$ cat src/rtl/display_pkg.sv
// Shared definitions for the display frame-buffer path: scheduler state encoding
// and default geometry of the pixel buffers.
package display_pkg;

    localparam int PIX_W       = 24;
    localparam int ADDR_W      = 10;
    localparam int FRAME_WORDS = 640;
    localparam int CNT_W       = 8;

    typedef enum logic [1:0] {
        ST_IDLE = 2'd0,
        ST_FILL = 2'd1,
        ST_RUN  = 2'd2,
        ST_FULL = 2'd3
    } sched_state_t;

endpackage

$ cat src/rtl/fb_addr_counter.sv
// Buffer address pointer: synchronous clear, increment, wrap to 0 after LIMIT-1.
module fb_addr_counter #(
    parameter int ADDR_W = 10,
    parameter int LIMIT  = 640
) (
    input  logic              clk,
    input  logic              reset,
    input  logic              clear,
    input  logic              inc,
    output logic [ADDR_W-1:0] count,
    output logic              at_last
);

    assign at_last = (count == ADDR_W'(LIMIT - 1));

    // Clear wins over increment so a frame boundary always restarts at word 0.
    always_ff @(posedge clk or posedge reset) begin
        if (reset) begin
            count <= '0;
        end else if (clear) begin
            count <= '0;
        end else if (inc) begin
            count <= at_last ? '0 : count + 1'b1;
        end
    end

endmodule

$ cat src/rtl/fb_swap_scheduler.sv
// Ping-pong ownership scheduler for buf0/buf1: host fills the back buffer, display
// reads the front buffer, and ownership swaps only at a display frame boundary.
//
//  state | meaning
//  IDLE  | chip deselected, display blanked
//  FILL  | first frame going into back buffer, front invalid
//  RUN   | back buffer being written, front valid
//  FULL  | back buffer complete, waiting for disp_frame_end to swap
module fb_swap_scheduler
    import display_pkg::*;
#(
    parameter int PIX_W       = display_pkg::PIX_W,
    parameter int ADDR_W      = display_pkg::ADDR_W,
    parameter int FRAME_WORDS = display_pkg::FRAME_WORDS,
    parameter int CNT_W       = display_pkg::CNT_W
) (
    input  logic              clk,
    input  logic              reset,
    input  logic              enable,
    input  logic              host_valid,
    output logic              host_ready,
    input  logic [PIX_W-1:0]  host_data,
    input  logic              host_last,
    input  logic              disp_frame_end,
    input  logic              disp_rd_req,
    output logic              buf0_we,
    output logic              buf1_we,
    output logic [ADDR_W-1:0] wr_addr,
    output logic [PIX_W-1:0]  wr_data,
    output logic              buf0_re,
    output logic              buf1_re,
    output logic [ADDR_W-1:0] rd_addr,
    output logic              front_sel,
    output logic              disp_blank,
    output logic [CNT_W-1:0]  repeat_cnt
);

    sched_state_t      state, state_next;
    logic              accept;
    logic              frame_done;
    logic              read_go;
    logic              swap;
    logic              bump_repeat;
    logic [ADDR_W-1:0] wr_ptr;
    logic [ADDR_W-1:0] rd_ptr;
    logic              wr_at_last;
    logic              rd_at_last;

    assign accept     = host_valid & host_ready;
    assign frame_done = accept & (host_last | wr_at_last);
    assign read_go    = enable & disp_rd_req & ~disp_blank;

    fb_addr_counter #(.ADDR_W(ADDR_W), .LIMIT(FRAME_WORDS)) u_wr_ptr (
        .clk     (clk),
        .reset   (reset),
        .clear   (~enable | frame_done),
        .inc     (accept),
        .count   (wr_ptr),
        .at_last (wr_at_last)
    );

    fb_addr_counter #(.ADDR_W(ADDR_W), .LIMIT(FRAME_WORDS)) u_rd_ptr (
        .clk     (clk),
        .reset   (reset),
        .clear   (~enable | disp_frame_end),
        .inc     (read_go),
        .count   (rd_ptr),
        .at_last (rd_at_last)
    );

    always_ff @(posedge clk or posedge reset) begin
        if (reset) begin
            state <= ST_IDLE;
        end else begin
            state <= state_next;
        end
    end

    always_comb begin
        state_next  = state;
        swap        = 1'b0;
        bump_repeat = 1'b0;
        host_ready  = enable & ((state == ST_FILL) | (state == ST_RUN));
        if (!enable) begin
            state_next = ST_IDLE;
        end else begin
            case (state)
                ST_IDLE: state_next = ST_FILL;
                ST_FILL, ST_RUN: begin
                    if (frame_done && disp_frame_end) begin
                        swap       = 1'b1;
                        state_next = ST_RUN;
                    end else if (frame_done) begin
                        state_next = ST_FULL;
                    end else if (disp_frame_end && state == ST_RUN) begin
                        bump_repeat = 1'b1;
                    end
                end
                ST_FULL: begin
                    if (disp_frame_end) begin
                        swap       = 1'b1;
                        state_next = ST_RUN;
                    end
                end
                default: state_next = ST_IDLE;
            endcase
        end
    end

    // Writes target the back buffer (~front_sel), reads the front buffer, both
    // judged by front_sel before any swap on this edge, so they never collide.
    always_ff @(posedge clk or posedge reset) begin
        if (reset) begin
            buf0_we    <= 1'b0;
            buf1_we    <= 1'b0;
            wr_addr    <= '0;
            wr_data    <= '0;
            buf0_re    <= 1'b0;
            buf1_re    <= 1'b0;
            rd_addr    <= '0;
            front_sel  <= 1'b1;
            disp_blank <= 1'b1;
            repeat_cnt <= '0;
        end else begin
            buf0_we <= accept & front_sel;
            buf1_we <= accept & ~front_sel;
            if (accept) begin
                wr_addr <= wr_ptr;
                wr_data <= host_data;
            end
            buf0_re <= read_go & ~front_sel;
            buf1_re <= read_go & front_sel;
            if (read_go) begin
                rd_addr <= rd_ptr;
            end
            if (swap) begin
                front_sel <= ~front_sel;
            end
            if (!enable) begin
                disp_blank <= 1'b1;
            end else if (swap) begin
                disp_blank <= 1'b0;
            end
            if (bump_repeat && repeat_cnt != '1) begin
                repeat_cnt <= repeat_cnt + 1'b1;
            end
        end
    end

endmodule
$ cat config.mk
export PLATFORM = sky130hd
export DESIGN_NAME = fb_swap_scheduler
export DESIGN_NICKNAME = d
export VERILOG_FILES = /design/src/rtl/display_pkg.sv /design/src/rtl/fb_addr_counter.sv /design/src/rtl/fb_swap_scheduler.sv
export SDC_FILE = /design/constraint.sdc
export NUM_CORES = 1
export LEC_CHECK = 0
export ABC_AREA = 1
export CAP_MARGIN = 20
export CELL_PAD_IN_SITES_DETAIL_PLACEMENT = 1
export CELL_PAD_IN_SITES_GLOBAL_PLACEMENT = 1
export CORE_ASPECT_RATIO = 0.75
export CORE_MARGIN = 2
export CORE_UTILIZATION = 32
export DETAILED_ROUTE_END_ITERATION = 12
export PLACE_DENSITY = 0.74
export SETUP_SLACK_MARGIN = 0.4
export SYNTH_ARGS = -nofsm -noshare
export SYNTH_HDL_FRONTEND = slang
export SYNTH_SLANG_ARGS = --single-unit
$ cat constraint.sdc
create_clock -name clk -period 2.6 [get_ports clk]
set_clock_uncertainty 0.1 [all_clocks]
set_input_delay 0.65 -clock clk [delete_from_list [all_inputs] [get_ports clk]]
set_output_delay 0.65 -clock clk [all_outputs]
set_load 0.03 [all_outputs]
==> out/qor.txt <==
outcome = finished, final reports clean
placed insts = 637
sink count of the clock tree = 80
antenna violations before repair = 0
top library cells by usage in the layout, fill and taps aside = 160 x sky130_fd_sc_hd__nand2_1, 78 x sky130_fd_sc_hd__dfrtp_1, 74 x sky130_fd_sc_hd__clkdlybuf4s50_1
synthesized instance count = 411
distinct cell type count of the synthesized netlist = 31
crit path max fanout = 5
Mapped Nets = 448
effective utilization at floorplan = 0.3257
total power after layout = 4703 µW
#FFs+latches synth = 80
register area share after synthesis = 0.5689
LEAKAGE = 0.002368 µW
CTS tree = built
total of endpoints with negative setup slack in the final report = 0
wire length of the first global-routing pass = 15650 µm
H-tree depth = 3
count of hold-fix buffers inserted at cts = 0
wirelength, routed = 9258 µm
Worst IR Drop VDD = 0.5350 mV
IO Count = 90
number of slew-limit violations in the final report = 0
synthesized area divided by synthesized cell count = 8.573 µm²
Max Cap Viol = 0
Overflow after GRT = 0
number of warnings issued by yosys = 0
fill cell total of the finished layout = 1303
sequence of cells on the critical path = inv_1 -> ha_1 -> nand2_2 -> inv_4 -> buf_6
class of the tightest hold or removal check = reg2reg
overall die height = 94.88 µm
count of final hold-check violations = 0
clock transition time at the flip-flop clock pins of the worst setup and hold paths = 0.06 ns
residual antenna-violating net count after detailed routing = 0
chip width = 125.2 µm
number of placement rows = 33
number of buffers on the longest clock path = 2
detailed placement HPWL = 6788 µm
post-route DRC violation count = 0
Data arrival, critical path = 1.43 ns
Max Clock Freq = 459.7 MHz
number of buffers created by CTS = 9
number of buffers added on ports = 89
Final #Nets = 548
Critical Path Max Stage Delay = 0.38 ns
setup tns final = 0 ns
later-pin clock latency in the skew report = 0.34 ns
weighted congestion reported at the end of routability-driven placement = 0.7802
Cell Pwr Density = 952.1 nW/µm²
detailed-route via count = 3033
CP startpoint kind = register
worst setup path category = reg2out
Root Buffer Master = sky130_fd_sc_hd__clkbuf_16
post-route minimum period = 2.175 ns
overall routing resource usage = 0.1671
number of DRC markers in iteration 0 = 118
worst-margin pin slew = 0.4823 ns
most frequent standard cell in the layout excluding fill and tap cells = sky130_fd_sc_hd__nand2_1
netlist area before placement = 3523 µm²
Die Outline Area = 11880 µm²
Finished Cell Area = 4940 µm²
Area after DPL = 4614 µm²
routed wire length per instance = 14.11 µm
final cell count without fillers = 656
via density per instance = 4.623
first drt pass iteration count = 4
pin count of the biggest net entering global routing = 36
CORE AREA = 10820 µm²
max-slew headroom at the worst pin = 0.6778
Antenna diodes = 0
data required time at the worst endpoint = 1.85 ns
layout cells sized above 1 = 0.07752
synth-to-layout area growth = 40.20%
Tcrit/Tclk final = 0.8366
library cell contributing the largest single delay on the critical path = sky130_fd_sc_hd__dfrtp_1
vias in the first global route = 3144
sort of element at the end of the critical path = output pin
setup repair after global routing missed its margin = yes
[power breakdown]
part	internal [µW]	total, µW	switching [µW]	leakage (µW)
Combinational	663	1730	1070	0.00115
Clock	793	1280	484	0.000150
Sequential	1520	1700	173	0.00107
Total	2980	4700	1720	0.00237
[per-layer routing]
layer / track usage / wire length (µm) / vias to the layer above
li1: - / - / 1487
met1: 0.2143 / 4338 / 1465
met2: 0.2541 / 3943 / 73
met3: 0.08272 / 885 / 8
met4: 0.04167 / 91 / 0
met5: 0 / 0 / -
[Yosys cell counts]
| library cell | instances | area [µm²] |
|---|---|---|
| sky130_fd_sc_hd__a211oi_1 | 1 | 7.510 |
| sky130_fd_sc_hd__a21oi_1 | 7 | 35.03 |
| sky130_fd_sc_hd__a31oi_1 | 1 | 6.260 |
| sky130_fd_sc_hd__buf_2 | 3 | 15.01 |
| sky130_fd_sc_hd__buf_4 | 1 | 7.510 |
| sky130_fd_sc_hd__buf_6 | 1 | 11.26 |
| sky130_fd_sc_hd__clkbuf_1 | 4 | 15.01 |
| sky130_fd_sc_hd__clkinv_2 | 1 | 5.000 |
| sky130_fd_sc_hd__dfrtp_1 | 78 | 1952 |
| sky130_fd_sc_hd__dfstp_2 | 2 | 52.55 |
| sky130_fd_sc_hd__ha_1 | 6 | 75.07 |
| sky130_fd_sc_hd__inv_1 | 36 | 135.1 |
| sky130_fd_sc_hd__inv_2 | 2 | 7.510 |
| sky130_fd_sc_hd__nand2_1 | 160 | 600.6 |
| sky130_fd_sc_hd__nand2_2 | 2 | 12.51 |
| sky130_fd_sc_hd__nand2_4 | 2 | 22.52 |
| sky130_fd_sc_hd__nand3_1 | 16 | 80.08 |
| sky130_fd_sc_hd__nand3_2 | 1 | 10.01 |
| sky130_fd_sc_hd__nand3b_1 | 1 | 7.510 |
| sky130_fd_sc_hd__nand4_1 | 2 | 12.51 |
| sky130_fd_sc_hd__nor2_1 | 25 | 93.84 |
| sky130_fd_sc_hd__nor2_2 | 3 | 18.77 |
| sky130_fd_sc_hd__nor3_1 | 8 | 40.04 |
| sky130_fd_sc_hd__nor3_2 | 1 | 10.01 |
| sky130_fd_sc_hd__nor3b_1 | 1 | 7.510 |
| sky130_fd_sc_hd__o21ai_0 | 19 | 95.09 |
| sky130_fd_sc_hd__o21ai_1 | 10 | 50.05 |
| sky130_fd_sc_hd__o22ai_1 | 4 | 25.02 |
| sky130_fd_sc_hd__o31ai_1 | 1 | 7.510 |
| sky130_fd_sc_hd__xnor2_1 | 6 | 52.55 |
| sky130_fd_sc_hd__xor2_1 | 6 | 52.55 |
[worst max-delay path, delay by kind of cell, from the launching register on]
family | cells | cell delay, ns
buffers and inverters | 3 | 0.31
adder cells (fa/ha/maj) | 1 | 0.31
AND/OR/NAND/NOR | 1 | 0.09
flip-flops | 1 | 0.38
[cell families (layout without fill, tap and decap cells)]
| family | Yosys count | after routing | synth area share |
|---|---|---|---|
| AO/OA/AOI/OAI | 43 | 43 | 0.06428 |
| buffers and inverters | 48 | 153 | 0.05575 |
| XOR/XNOR | 12 | 12 | 0.02983 |
| AND/OR/NAND/NOR | 222 | 222 | 0.2599 |
| flip-flops | 80 | 80 | 0.5689 |
| adder cells (fa/ha/maj) | 6 | 6 | 0.02131 |
[worst paths after layout]
kind                       startpoint                end  slack (ns)  cells past startpoint
min reg2reg                wr_data[3]         wr_data[3]        0.37                      2
max in group asynchronous       reset         disp_blank        1.23                      3
min                        wr_data[3]         wr_data[3]        0.37                      2
max                          state[0]         host_ready        0.42                      5
max reg2reg                  state[0]  u_wr_ptr.count[9]        0.76                     12
min in group asynchronous       reset         wr_addr[4]        0.58                      2
[sequential cells by signal (all words and copies together), names as in the netlist, 2 cells and up]
register / count
rd_addr: 10
state: 2
wr_addr: 10
u_wr_ptr.count: 10
wr_data: 24
u_rd_ptr.count: 10
repeat_cnt: 8
[per-stage QoR]
stage | setup slack [ns] | hold slack (ns) | utilization
global placement | 0.2510 | 0.3528 | 0.4266
detailed placement | 0.2294 | 0.3583 | 0.4266
CTS | 0.3171 | 0.3737 | 0.4532
global route | 0.3410 | 0.4082 | 0.4566
floorplan | 0.8041 | 0.3489 | -
finish | 0.4249 | 0.3672 | 0.4566
[final cells by class]
| cell class | count | area (µm²) | area share |
|---|---|---|---|
| flip-flops and latches | 80 | 2004 | 0.4058 |
| multi-input cells | 283 | 1325 | 0.2682 |
| repair buffers | 98 | 982.2 | 0.1988 |
| clock buffers | 13 | 260.3 | 0.05268 |
| well taps | 140 | 175.2 | 0.03546 |
| inverters | 39 | 152.6 | 0.03090 |
| clock inverters | 3 | 40.04 | 0.008105 |
[repair_timing]
action | in CTS | in global routing
endpoints found under the setup margin | 10 | 5
pin swaps | 0 | 0
setup buffers | 0 | 3
resized for setup | 10 | 6
(Power assumes the default switching activity.)
